File: src/rtl/pipeline_pkg.sv
`default_nettype none
// ============================================================================
// Module      : pipeline_pkg
// Description : Command codes, run-controller states and pipeline-depth
//               derived defaults shared by the run controller.
// Revision    : 1.0 - initial release
// ============================================================================
package pipeline_pkg;

    localparam int PIPE_STAGES          = 5;
    // A fetched HALT still has to walk through the remaining stages.
    localparam int DRAIN_CYCLES_DEFAULT = PIPE_STAGES - 1;

    typedef enum logic [1:0] {
        CMD_LOAD  = 2'b00,
        CMD_RUN   = 2'b01,
        CMD_STEP  = 2'b10,
        CMD_CLEAR = 2'b11
    } cmd_e;

    typedef enum logic [1:0] {
        ST_IDLE = 2'b00,
        ST_RUN  = 2'b01,
        ST_STEP = 2'b10,
        ST_DONE = 2'b11
    } state_e;

endpackage
`default_nettype wire

File: src/rtl/pipeline_run_ctrl_sat_counter.sv
`default_nettype none
// ============================================================================
// Module      : sat_counter
// Description : Enable-gated up counter that sticks at all-ones, with a
//               synchronous clear.
// Revision    : 1.0 - initial release
// ============================================================================
module sat_counter #(
    parameter int WIDTH = 32
) (
    input  logic             i_clk,
    input  logic             i_reset,
    input  logic             i_clear,
    input  logic             i_enable,
    output logic [WIDTH-1:0] o_count
);

    logic [WIDTH-1:0] r_count;

    always_ff @(posedge i_clk or posedge i_reset) begin
        if (i_reset) begin
            r_count <= '0;
        end else if (i_clear) begin
            r_count <= '0;
        end else if (i_enable && (r_count != '1)) begin
            r_count <= r_count + 1'b1;
        end
    end

    assign o_count = r_count;

endmodule
`default_nettype wire

File: src/rtl/pipeline_run_ctrl.sv
`default_nettype none
// ============================================================================
// Module      : pipeline_run_ctrl
// Description : Loads instruction memory and sequences the pipeline enable in
//               RUN/STEP mode, stopping once a fetched HALT has drained.
// Revision    : 1.0 - initial release
// ============================================================================
module pipeline_run_ctrl
    import pipeline_pkg::*;
#(
    parameter int NBITS        = 32,
    parameter int IMEM_DEPTH   = 256,
    parameter int DRAIN_CYCLES = DRAIN_CYCLES_DEFAULT,
    parameter int CNT_BITS     = 32
) (
    input  logic                          i_clk,
    input  logic                          i_reset,
    input  logic                          i_cmd_valid,
    input  logic [1:0]                    i_cmd,
    input  logic [NBITS-1:0]              i_cmd_data,
    output logic                          o_cmd_ready,
    input  logic                          i_halt_signal,
    output logic                          o_pipe_enable,
    output logic                          o_pipe_flush,
    output logic                          o_imem_wr_en,
    output logic [$clog2(IMEM_DEPTH)-1:0] o_imem_wr_addr,
    output logic [NBITS-1:0]              o_imem_wr_data,
    output logic [CNT_BITS-1:0]           o_cycle_count,
    output logic [$clog2(IMEM_DEPTH):0]   o_load_count,
    output logic                          o_done,
    output logic                          o_error
);

    localparam int AW = $clog2(IMEM_DEPTH);
    localparam int LW = AW + 1;
    localparam int DW = $clog2(DRAIN_CYCLES + 2);

    localparam logic [LW-1:0] c_depth = LW'(IMEM_DEPTH);
    localparam logic [DW-1:0] c_drain = DW'(DRAIN_CYCLES);

    state_e            r_state;
    state_e            w_state_next;
    logic              r_halted;
    logic [DW-1:0]     r_drain;
    logic [LW-1:0]     r_load_count;
    logic              r_wr_en;
    logic [AW-1:0]     r_wr_addr;
    logic [NBITS-1:0]  r_wr_data;
    logic              r_flush;
    logic              r_error;

    logic              w_enable;
    logic              w_halt_now;
    logic [DW-1:0]     w_drain_inc;
    logic              w_drain_done;
    logic              w_load;
    logic              w_clear;
    logic              w_err;

    assign w_enable    = (r_state == ST_RUN) || (r_state == ST_STEP);
    assign w_halt_now  = w_enable && i_halt_signal && !r_halted;
    assign w_drain_inc = r_drain + 1'b1;
    // Zero drain means the halt-sampling edge itself ends the program.
    assign w_drain_done = w_enable &&
                          ((w_halt_now && (c_drain == '0)) ||
                           (r_halted && (w_drain_inc == c_drain)));

    always_ff @(posedge i_clk or posedge i_reset) begin
        if (i_reset) begin
            r_state <= ST_IDLE;
        end else begin
            r_state <= w_state_next;
        end
    end

    always_comb begin
        w_state_next = r_state;
        w_load       = 1'b0;
        w_clear      = 1'b0;
        w_err        = 1'b0;
        case (r_state)
            ST_IDLE: begin
                if (i_cmd_valid) begin
                    case (cmd_e'(i_cmd))
                        CMD_LOAD: begin
                            if (r_load_count < c_depth) begin
                                w_load = 1'b1;
                            end else begin
                                w_err = 1'b1;
                            end
                        end
                        CMD_RUN:  w_state_next = ST_RUN;
                        CMD_STEP: w_state_next = ST_STEP;
                        default:  w_clear = 1'b1;
                    endcase
                end
            end
            ST_RUN: begin
                if (w_drain_done) begin
                    w_state_next = ST_DONE;
                end
            end
            ST_STEP: begin
                w_state_next = w_drain_done ? ST_DONE : ST_IDLE;
            end
            default: begin
                if (i_cmd_valid) begin
                    if (cmd_e'(i_cmd) == CMD_CLEAR) begin
                        w_clear      = 1'b1;
                        w_state_next = ST_IDLE;
                    end else begin
                        w_err = 1'b1;
                    end
                end
            end
        endcase
    end

    always_ff @(posedge i_clk or posedge i_reset) begin
        if (i_reset) begin
            r_halted     <= 1'b0;
            r_drain      <= '0;
            r_load_count <= '0;
            r_wr_en      <= 1'b0;
            r_wr_addr    <= '0;
            r_wr_data    <= '0;
            r_flush      <= 1'b0;
            r_error      <= 1'b0;
        end else begin
            r_wr_en <= w_load;
            r_flush <= w_clear;
            r_error <= w_err;
            if (w_load) begin
                r_wr_addr    <= r_load_count[AW-1:0];
                r_wr_data    <= i_cmd_data;
                r_load_count <= r_load_count + 1'b1;
            end
            if (w_clear) begin
                r_load_count <= '0;
                r_halted     <= 1'b0;
                r_drain      <= '0;
            end else if (w_halt_now) begin
                r_halted <= 1'b1;
                r_drain  <= '0;
            end else if (w_enable && r_halted) begin
                r_drain <= w_drain_inc;
            end
        end
    end

    sat_counter #(
        .WIDTH (CNT_BITS)
    ) u_cycle_cnt (
        .i_clk    (i_clk),
        .i_reset  (i_reset),
        .i_clear  (w_clear),
        .i_enable (w_enable),
        .o_count  (o_cycle_count)
    );

    assign o_cmd_ready    = (r_state == ST_IDLE) || (r_state == ST_DONE);
    assign o_pipe_enable  = w_enable;
    assign o_done         = (r_state == ST_DONE);
    assign o_pipe_flush   = r_flush;
    assign o_imem_wr_en   = r_wr_en;
    assign o_imem_wr_addr = r_wr_addr;
    assign o_imem_wr_data = r_wr_data;
    assign o_load_count   = r_load_count;
    assign o_error        = r_error;

endmodule
`default_nettype wire

File: config.mk
export PLATFORM = sky130hd
export DESIGN_NAME = pipeline_run_ctrl
export DESIGN_NICKNAME = d
export VERILOG_FILES = /design/src/rtl/pipeline_pkg.sv /design/src/rtl/pipeline_run_ctrl_sat_counter.sv /design/src/rtl/pipeline_run_ctrl.sv
export SDC_FILE = /design/constraint.sdc
export NUM_CORES = 1
export LEC_CHECK = 0
export ABC_AREA = 1
export CORE_MARGIN = 2
export CORE_UTILIZATION = 53
export DETAILED_ROUTE_END_ITERATION = 16
export GPL_TIMING_DRIVEN = 0
export PLACE_DENSITY = 0.86
export SKIP_LAST_GASP = 1
export SYNTH_ARGS = -nofsm -noshare
export SYNTH_HDL_FRONTEND = slang
export SYNTH_HIERARCHICAL = 1
export SYNTH_SLANG_ARGS = --single-unit
File: constraint.sdc
create_clock -name i_clk -period 5.01 [get_ports i_clk]
set_clock_uncertainty 0.2 [all_clocks]
set_input_delay 0.501 -clock i_clk [delete_from_list [all_inputs] [get_ports i_clk]]
set_output_delay 0.501 -clock i_clk [all_outputs]
set_load 0.01 [all_outputs]
==> reports/metrics.csv <==
metric,value,unit
final hold vios,0,
Synth Area in Adders,3.10,%
drt first pass iters,5,
multiplexer share of the synthesized area,0,%
leading area contributor after synthesis,dfrtp_1,
largest net degree at the start of global routing,45,
crit-path max FO,10,
drt drc,0,
setup TNS,0,ns
Worst Setup End Kind,flip-flop,
largest family of logic cells by synthesized area,simple AND/OR/NAND/NOR gates,
mapped cell area,0.00484,sq mm
Final Cell Area,0.00645,sq mm
R2R Setup Slk,2.27,ns
final slew viol count,0,
Post-DP Area,0.00624,sq mm
Overall Power,2.93,mW
reg2reg path depth,9,
required time of the worst setup path,5.07,ns
post-route clock period utilization,54.8,%
most instantiated cells after synthesis,"nand2_1, dfrtp_1, nor2_1",
clk_lat worst skew,0.37,ns
DR WL/cell,14.3,microns
nets@finish,852,
clock sink count,90,
Total GRT Usage,27.3,%
hold_buf cts,0,
Resized cells post-CTS,0,
Worst R2R End,u_cycle_cnt/o_count[14],
Via Count,4824,
post-synthesis cell type count,32,
Syn Nets,715,
Starting Density,55.0,%
GPL Wtd Cong,0.907,
highest clock rate,0.364,GHz
initial antenna violation count,0,
global-route wire length before repair,21.9,mm
most numerous cell in the Yosys netlist,nand2_1,
HPWL after DPL,9.89,mm
dominant cells by area after synthesis,"dfrtp_1, nand2_1, nor2_1",
post-synthesis sequential area ratio,46.5,%
Area Growth Syn to Fin,33.2,%
RSZ-0062 raised after global routing,no,
WP data arrival,2.80,ns
status,"finished, final reports clean",
Worst VDD drop,0.000244,V
WL final,13.1,mm
maximum capacitance violations,0,
CTS max path bufs,2,
Final Core Density,73.3,%
via/cell ratio,5.27,
crit path kind,reg -> reg,
Worst-Margin Slew,0.612,ns
Core ar.,0.00881,sq mm
Die Ht,99.6,microns
root buffer cell,clkbuf_8,
row count,34,
Slew HR,59.2,%
Syn Inst Count,665,
antenna cells,0,
layout cells sized above 1,6.44,%
Synth Flop Type,dfrtp_1,
Iter 0 DRT Violations,211,
CTS tree,built,
Crit Reg-Reg Startpoint,r_state[0],
PwrDens,453,mW/mm^2
I/O Pins,125,
Final min period,2.74,ns
# Post-CTS Setup Buffers,0,
Max H-tree Level,3,
Yosys reg bits,90,
post-route ant nets,0,
LEAKAGE,3.12,nW
CTS Buf Count,9,
vias in the first global route,4771,
Synth Area in Simple Gates,37.0,%
Async SR Flop Fraction,100,%
final setup violation count,0,
clk slew on worst S/H paths,0.10,ns
Filler cells,689,
yosys warns,6,
"Avg Cell Area, Syn",7.28,sq um
Synth top area share,46.5,%
CP Launch Type,flip-flop,
Hold Crit Class,in -> async,
Post-synth EDFFs,0,
die area,0.00992,sq mm
Synth Area in XOR/XNOR,0.904,%
port bufs,124,
die span in x,99.6,microns
post-synthesis compound-gate area fraction,5.11,%
total gr overflow,0,
critical path, cell delays in order (launching register included):
cell and delay [ns]:
dfrtp_1 0.42, inv_1 0.09, ha_1 0.45, inv_2 0.15, nand3_2 0.20, inv_2 0.20, clkinv_1 0.30, clkbuf_1 0.37
nand4_1 0.21, nand2_1 0.06
cell usage in the layout (no fill, tap or decap), drive strengths merged:
cell type      count
nand2            292
clkdlybuf4s50    124
dfrtp             90
nor2              75
inv               70
nand3             41
o21ai             38
nand4             15
clkbuf            15
buf               14
ha                12
a21oi              5
xor2               4
o21bai             2
nor3               2
and2               2
clkinv             2
a31oi              1
xnor2              1
or2                1
nand3b             1
per-layer routing:
layer / up-vias / wire length (microns) / track usage [%]
li1: 2335 / - / -
met1: 2250 / 5450 / 34.6
met2: 213 / 6540 / 47.6
met3: 26 / 903 / 4.64
met4: 0 / 235 / 8.96
met5: - / 0 / 0
per-stage QoR:
stage               instances  worst slack [ns]  hold WS [ns]
floorplan                 665              2.80         0.246
CTS                       914              2.27         0.237
detailed placement        898              2.10         0.265
finish                    915              2.27         0.243
global placement          897              1.92         0.260
global route              915              2.05         0.255
report_power, final:
part	internal [mW]	total, mW	switching [mW]
Clock	0.194	0.487	0.292
Sequential	0.945	1.11	0.164
Combinational	0.627	1.33	0.702
Total	1.77	2.93	1.16
state kept, by name (all words and copies together), names as in the netlist:
register             cells
r_state                  2
o_error                  1
o_pipe_flush             1
o_load_count             9
u_cycle_cnt/o_count     32
o_imem_wr_addr           8
o_imem_wr_data          32
o_imem_wr_en             1
r_drain                  3
r_halted                 1
cells by family after synthesis:
group,Yosys count
adder cells (fa/ha/maj),12
flip-flops,90
XOR/XNOR,5
AND/OR/NAND/NOR,429
buffers and inverters,83
AO/OA/AOI/OAI,46
final cells by class:
| cell class | instances | area (sq um) | share of cell area [%] |
|---|---|---|---|
| Buffer | 17 | 110 | 1.71 |
| Multi-Input combinational cell | 492 | 2230 | 34.6 |
| Timing Repair Buffer | 126 | 1290 | 20.0 |
| Clock inverter | 6 | 57.6 | 0.892 |
| Clock buffer | 10 | 128 | 1.98 |
| Inverter | 66 | 248 | 3.84 |
| Sequential cell | 90 | 2250 | 34.9 |
| Tap cell | 108 | 135 | 2.09 |
how the worst max path moves through the flow:
stage,from,endpoint,slack (ns),cells after the start
global route,r_state[0],u_cycle_cnt/o_count[14],2.05,9
global placement,i_reset,o_load_count[0],1.92,2
floorplan,r_state[0],u_cycle_cnt/o_count[3],2.80,10
detailed placement,i_cmd[1],u_cycle_cnt/o_count[0],2.10,8
CTS,r_state[0],o_cmd_ready,2.27,4
finish,r_state[0],u_cycle_cnt/o_count[14],2.27,9
No activity file was read; power rests on OpenSTA's default activity.
